$ cat src/rtl/mem_access_pkg.sv
`default_nettype none
// ============================================================================
//  Module   : mem_access_pkg
//  Brief    : Shared state, op encodings and default sizes for mem_access_unit.
//  Revision : 1.0 - initial release
// ============================================================================
package mem_access_pkg;

    localparam int c_DEFAULT_DATA_W    = 32;
    localparam int c_DEFAULT_MEM_DEPTH = 16;

    typedef logic [1:0] state_t;
    localparam state_t ST_IDLE  = 2'd0;
    localparam state_t ST_ISSUE = 2'd1;
    localparam state_t ST_WAIT  = 2'd2;
    localparam state_t ST_RESP  = 2'd3;

    // Op code is simply {isSt, isLd}, so both strobes set lands on OP_ILL.
    typedef logic [1:0] op_t;
    localparam op_t OP_NOP = 2'b00;
    localparam op_t OP_LD  = 2'b01;
    localparam op_t OP_ST  = 2'b10;
    localparam op_t OP_ILL = 2'b11;

    function automatic op_t encode_op(input logic is_ld, input logic is_st);
        return {is_st, is_ld};
    endfunction

endpackage
`default_nettype wire

$ cat src/rtl/mem_addr_check.sv
`default_nettype none
// ============================================================================
//  Module   : mem_addr_check
//  Brief    : Combinational fault detect: illegal op or word address beyond
//             the data memory, checked on the full address width.
//  Revision : 1.0 - initial release
// ============================================================================
module mem_addr_check
    import mem_access_pkg::*;
#(
    parameter int DATA_W    = c_DEFAULT_DATA_W,
    parameter int MEM_DEPTH = c_DEFAULT_MEM_DEPTH
) (
    input  logic [1:0]        op,
    input  logic [DATA_W-1:0] addr,
    output logic              fault
);

    localparam logic [DATA_W-1:0] c_DEPTH = DATA_W'(MEM_DEPTH);

    logic w_illegal;
    logic w_out_of_range;

    assign w_illegal      = (op == OP_ILL);
    assign w_out_of_range = (op != OP_NOP) && (addr >= c_DEPTH);
    assign fault          = w_illegal | w_out_of_range;

endmodule
`default_nettype wire

$ cat src/rtl/mem_access_unit.sv
`default_nettype none
// ============================================================================
//  Module   : mem_access_unit
//  Brief    : One-at-a-time load/store sequencer in front of memory_unit.
//             Optional MEM_ACCESS_STATS_EN adds saturating ld/st/fault counters.
//  Revision : 1.0 - initial release
// ============================================================================
module mem_access_unit
    import mem_access_pkg::*;
#(
    parameter int DATA_W      = c_DEFAULT_DATA_W,
    parameter int MEM_DEPTH   = c_DEFAULT_MEM_DEPTH,
    parameter int WAIT_CYCLES = 1,
    parameter int TAG_W       = 4
) (
    input  logic              clk,
    input  logic              rst_n,
    input  logic              req_valid,
    output logic              req_ready,
    input  logic              req_isLd,
    input  logic              req_isSt,
    input  logic [DATA_W-1:0] req_addr,
    input  logic [DATA_W-1:0] req_wdata,
    input  logic [TAG_W-1:0]  req_tag,
    output logic              rsp_valid,
    input  logic              rsp_ready,
    output logic [DATA_W-1:0] rsp_rdata,
    output logic [TAG_W-1:0]  rsp_tag,
    output logic              rsp_fault,
    output logic              mem_isLd,
    output logic              mem_isSt,
    output logic [DATA_W-1:0] mem_address,
    output logic [DATA_W-1:0] mem_data_in,
    input  logic [DATA_W-1:0] mem_data_out
`ifdef MEM_ACCESS_STATS_EN
    ,
    output logic [15:0]       ld_count,
    output logic [15:0]       st_count,
    output logic [15:0]       fault_count
`endif
);

    // Counter preload so that WAIT lasts exactly WAIT_CYCLES cycles.
    localparam logic [2:0] c_WAIT_LOAD = 3'(WAIT_CYCLES - 1);

    state_t            r_state;
    op_t               r_op;
    logic [DATA_W-1:0] r_addr;
    logic [DATA_W-1:0] r_wdata;
    logic [TAG_W-1:0]  r_tag;
    logic [DATA_W-1:0] r_rsp_rdata;
    logic              r_rsp_fault;
    logic [2:0]        r_wait_cnt;

    logic w_fault;
    logic w_do_ld;
    logic w_do_st;

    mem_addr_check #(
        .DATA_W    (DATA_W),
        .MEM_DEPTH (MEM_DEPTH)
    ) u_addr_check (
        .op    (r_op),
        .addr  (r_addr),
        .fault (w_fault)
    );

    assign w_do_ld = (r_op == OP_LD) && !w_fault;
    assign w_do_st = (r_op == OP_ST) && !w_fault;

    assign req_ready   = (r_state == ST_IDLE);
    assign rsp_valid   = (r_state == ST_RESP);
    assign rsp_rdata   = r_rsp_rdata;
    assign rsp_tag     = r_tag;
    assign rsp_fault   = r_rsp_fault;
    assign mem_isLd    = w_do_ld && ((r_state == ST_ISSUE) || (r_state == ST_WAIT));
    assign mem_isSt    = w_do_st && (r_state == ST_ISSUE);
    assign mem_address = r_addr;
    assign mem_data_in = r_wdata;

    always_ff @(posedge clk) begin
        if (!rst_n) begin
            r_state     <= ST_IDLE;
            r_op        <= OP_NOP;
            r_addr      <= '0;
            r_wdata     <= '0;
            r_tag       <= '0;
            r_rsp_rdata <= '0;
            r_rsp_fault <= 1'b0;
            r_wait_cnt  <= '0;
        end else begin
            case (r_state)
                ST_IDLE: begin
                    if (req_valid) begin
                        r_op        <= encode_op(req_isLd, req_isSt);
                        r_addr      <= req_addr;
                        r_wdata     <= req_wdata;
                        r_tag       <= req_tag;
                        r_rsp_rdata <= '0;
                        r_rsp_fault <= 1'b0;
                        r_state     <= ST_ISSUE;
                    end
                end
                ST_ISSUE: begin
                    r_rsp_fault <= w_fault;
                    r_rsp_rdata <= '0;
                    if (w_do_ld && (WAIT_CYCLES != 0)) begin
                        r_wait_cnt <= c_WAIT_LOAD;
                        r_state    <= ST_WAIT;
                    end else begin
                        if (w_do_ld) begin
                            r_rsp_rdata <= mem_data_out;
                        end
                        r_state <= ST_RESP;
                    end
                end
                ST_WAIT: begin
                    if (r_wait_cnt == 3'd0) begin
                        r_rsp_rdata <= mem_data_out;
                        r_state     <= ST_RESP;
                    end else begin
                        r_wait_cnt <= r_wait_cnt - 3'd1;
                    end
                end
                ST_RESP: begin
                    if (rsp_ready) begin
                        r_state <= ST_IDLE;
                    end
                end
                default: r_state <= ST_IDLE;
            endcase
        end
    end

`ifdef MEM_ACCESS_STATS_EN
    logic [15:0] r_ld_count;
    logic [15:0] r_st_count;
    logic [15:0] r_fault_count;
    logic        w_rsp_xfer;

    assign w_rsp_xfer = rsp_valid && rsp_ready;

    always_ff @(posedge clk) begin
        if (!rst_n) begin
            r_ld_count    <= '0;
            r_st_count    <= '0;
            r_fault_count <= '0;
        end else if (w_rsp_xfer) begin
            if (r_rsp_fault) begin
                if (r_fault_count != 16'hFFFF) r_fault_count <= r_fault_count + 16'd1;
            end else if (r_op == OP_LD) begin
                if (r_ld_count != 16'hFFFF) r_ld_count <= r_ld_count + 16'd1;
            end else if (r_op == OP_ST) begin
                if (r_st_count != 16'hFFFF) r_st_count <= r_st_count + 16'd1;
            end
        end
    end

    assign ld_count    = r_ld_count;
    assign st_count    = r_st_count;
    assign fault_count = r_fault_count;
`endif

endmodule
`default_nettype wire
$ cat config.mk
export PLATFORM = sky130hd
export DESIGN_NAME = mem_access_unit
export DESIGN_NICKNAME = d
export VERILOG_FILES = /design/src/rtl/mem_access_pkg.sv /design/src/rtl/mem_addr_check.sv /design/src/rtl/mem_access_unit.sv
export SDC_FILE = /design/constraint.sdc
export NUM_CORES = 1
export LEC_CHECK = 0
export ABC_CLOCK_PERIOD_IN_PS = 2500
export BUFFER_PORTS_ARGS = -buffer_cell sky130_fd_sc_hd__buf_2
export CORE_ASPECT_RATIO = 0.75
export CORE_UTILIZATION = 40
export DETAILED_ROUTE_END_ITERATION = 10
export HOLD_SLACK_MARGIN = 0.1
export MAX_ROUTING_LAYER = met4
export PLACE_DENSITY = 0.71
export RECOVER_POWER = 100
export SLEW_MARGIN = 15
export SYNTH_ARGS = -nofsm -noshare
export SYNTH_HDL_FRONTEND = slang
export SYNTH_SLANG_ARGS = --single-unit
$ cat constraint.sdc
create_clock -name clk -period 2.5 [get_ports clk]
set_clock_uncertainty 0.05 [all_clocks]
set_input_delay 0.125 -clock clk [delete_from_list [all_inputs] [get_ports clk]]
set_output_delay 0.125 -clock clk [all_outputs]
set_load 0.02 [all_outputs]
==> flow_summary.yaml <==
sta:
  post-route-period-util_pct: 88.9
  final-hold-violation-count: 0
  max_freq_mhz: 450
  slew_viol_final: 0
  maxSlewHeadroom_pct: 48.9
  post-route-min-period_ns: 2.22
  worst_slack_ns: 0.277
  rsz0062_at_grt: "false"
  setup_viol: 0
  fin_setup_tns_ns: 0
  worst_pin_slew_ns: 0.766
clock_tree:
  hold_buffers: 103
  cts.sinks: 108
  cts-root-buf: "clkbuf_16"
  clk_pin_slew_ns: 0.07
  cts_tree: "built"
  insertion_delay_ns: 0.33
  cts_resized: 0
  cts_buffers: 9
  cts_htree_levels: 3
  cts_setup_buffers: 0
  clk_path_buf_depth: 2
die:
  ios: 211
  die_y_um: 89.3
  die_area_um2: 10600
  fp.dieW_um: 118
  coreArea_um2: 9770
  start_util_pct: 41.5
  rows: 31
placement:
  dp_slack_ns: 0.507
  port_buffers: 210
  place_congestion: 0.792
  dp_hpwl_mm: 8.17
synthesis:
  synthCells: 509
  synth_area_leaders: "dfxtp_1 (53%), nand2_1 (16%), a21oi_1 (13%)"
  synth_area_per_cell_um2: 7.98
  synthFlopType: "dfxtp_1"
  synth_fp_nets: 621
  synth_edf_count: 0
  ys_warn_count: 0
  synth_top_area_share_pct: 53.3
  synth_most_common_cell: "nand2_1"
  synth_largest_area_cell: "dfxtp_1"
  synth_cell_type_count: 32
  ys_top_cells_by_count: "nand2_1 (176), dfxtp_1 (108), a21oi_1 (105)"
  syn_area_um2: 4060
  synth_seq_area_share_pct: 53.3
  synth-async-reset-ratio_pct: 0
  synth-seq-cells: 108
setup_path:
  crit_path_top_delay_cell: "or4_1"
  critPathKind: "reg2out"
  end_kind: "primary output"
  critical_path.max_fanout: 3
  required_ns: 2.33
  arrival_ns: 2.05
  cp-start-kind: "flip-flop"
  path_cells: "or4_1 -> nor2_4 -> and3_2 -> and4b_1 -> clkbuf_1"
  critPathMaxStageDelay_ns: 0.58
global_route:
  overflow: 0
  grt_antenna_before_repair: 0
  grt_max_degree: 71
  grt_pass1_vias: 4348
  grt_use_total_pct: 25.1
  grt_pass1_wl_mm: 20.3
routing:
  wl_mm: 13.6
  vias_per_cell: 5.05
  vias: 4761
  wl_per_cell_um: 14.5
  drc_errors: 0
  first_pass_iters: 5
  first_iter_violations: 300
  postRouteAntennaNets: 0
cells_and_area:
  drive_above_1_share_pct: 16.9
  seq_area_um2: 2160
  nFillCells: 852
  final_util_pct: 65.5
  area_growth_pct: 57.6
  multi_input_area_um2: 1730
  nNetsFinal: 917
  antennaDiodeCount: 0
pwr:
  pwr-share-comb_pct: 38.0
  power_frac_seq_pct: 38.8
  power.share.clock_pct: 23.2
  peakVddDrop_mv: 0.475
  p_leak_nw: 2.53
  power_per_cell_area_nw_per_um2: 888
  p_int_w: 0.00343
  p_sw_share_pct: 39.6
  p_sw_w: 0.00225
outcome:
  status: "complete, no violations"
job:
  max_cap_viol_count: 0
min_path:
  hold_path_class: "in2reg"
worst paths after layout:
path             startpoint  cells after the start  slack (ns)            end
max reg2reg  mem_address[6]                      5        0.34  r_wait_cnt[1]
max          mem_address[6]                      5        0.28       mem_isSt
min reg2reg   rsp_rdata[15]                      2        0.40  rsp_rdata[15]
min               rsp_ready                      4        0.16     r_state[0]
area by class of cell:
type                    instances  area share (%)
clock buffers                  11            3.79
clock inverters                 5           0.567
inverters                       7           0.411
multi-input cells             358            27.0
flip-flops and latches        108            33.8
well taps                     132            2.58
repair buffers                321            31.8
critical path, delay by kind of cell, from the launching register on:
family / cells / cell delay (ns)
buf+inv: 1 / 0.24
flops: 1 / 0.32
simple gates: 4 / 1.14
layout by cell type, fill, tap and decap left out, drive strengths merged, types with 3 or more instances in the layout:
master / instances
nand2: 176
clkbuf: 117
buf: 112
dfxtp: 108
a21oi: 105
dlygate4sd3: 103
nand3: 32
inv: 8
ha: 6
nor4: 6
o21ai: 4
nor2: 4
nor2b: 3
clkinvlp: 3
through the flow:
stage,cell area [µm²],hold slack [ns],total power [W],instances
floorplan,4060,0.211,0.00363,509
global placement,5260,0.314,0.00431,823
detailed placement,5260,0.321,0.00437,823
CTS,6570,0.141,0.00582,942
global route,6400,0.146,0.00603,942
finish,6400,0.159,0.00569,942
registers in the layout, summed over array words and instances (netlist names):
signal	cells
rsp_tag	4
mem_address	32
r_wait_cnt	3
rsp_fault	1
r_op	2
mem_data_in	32
rsp_rdata	32
r_state	2
logic make-up (layout without fill, tap and decap cells):
| logic type | count (synthesis) | count (layout) | share of synthesized area [%] |
|---|---|---|---|
| simple gates | 232 | 232 | 24.8 |
| compound gates | 119 | 119 | 15.8 |
| flops | 108 | 108 | 53.3 |
| buf+inv | 43 | 344 | 3.98 |
| fa+ha+maj | 6 | 6 | 1.85 |
| mux | 1 | 1 | 0.277 |
power groups by stage:
stage | sequential (W) | combinational, W | clock (W)
after floorplan | 0.00253 | 0.00111 | 0
after global placement | 0.00221 | 0.00210 | 0
after detailed placement | 0.00223 | 0.00214 | 0
after CTS | 0.00219 | 0.00227 | 0.00136
after global routing | 0.00224 | 0.00236 | 0.00143
final | 0.00221 | 0.00216 | 0.00132
per-layer routing:
metal / global-route usage, % / part of all wire [%] / up-vias
met5: - / 0 / -
met4: 9.67 / 2.1 / 0
met3: 6.19 / 7.4 / 30
met2: 43.2 / 50 / 239
met1: 28.6 / 41 / 2206
li1: - / - / 2286
No activity file was read; power rests on OpenSTA's default activity.
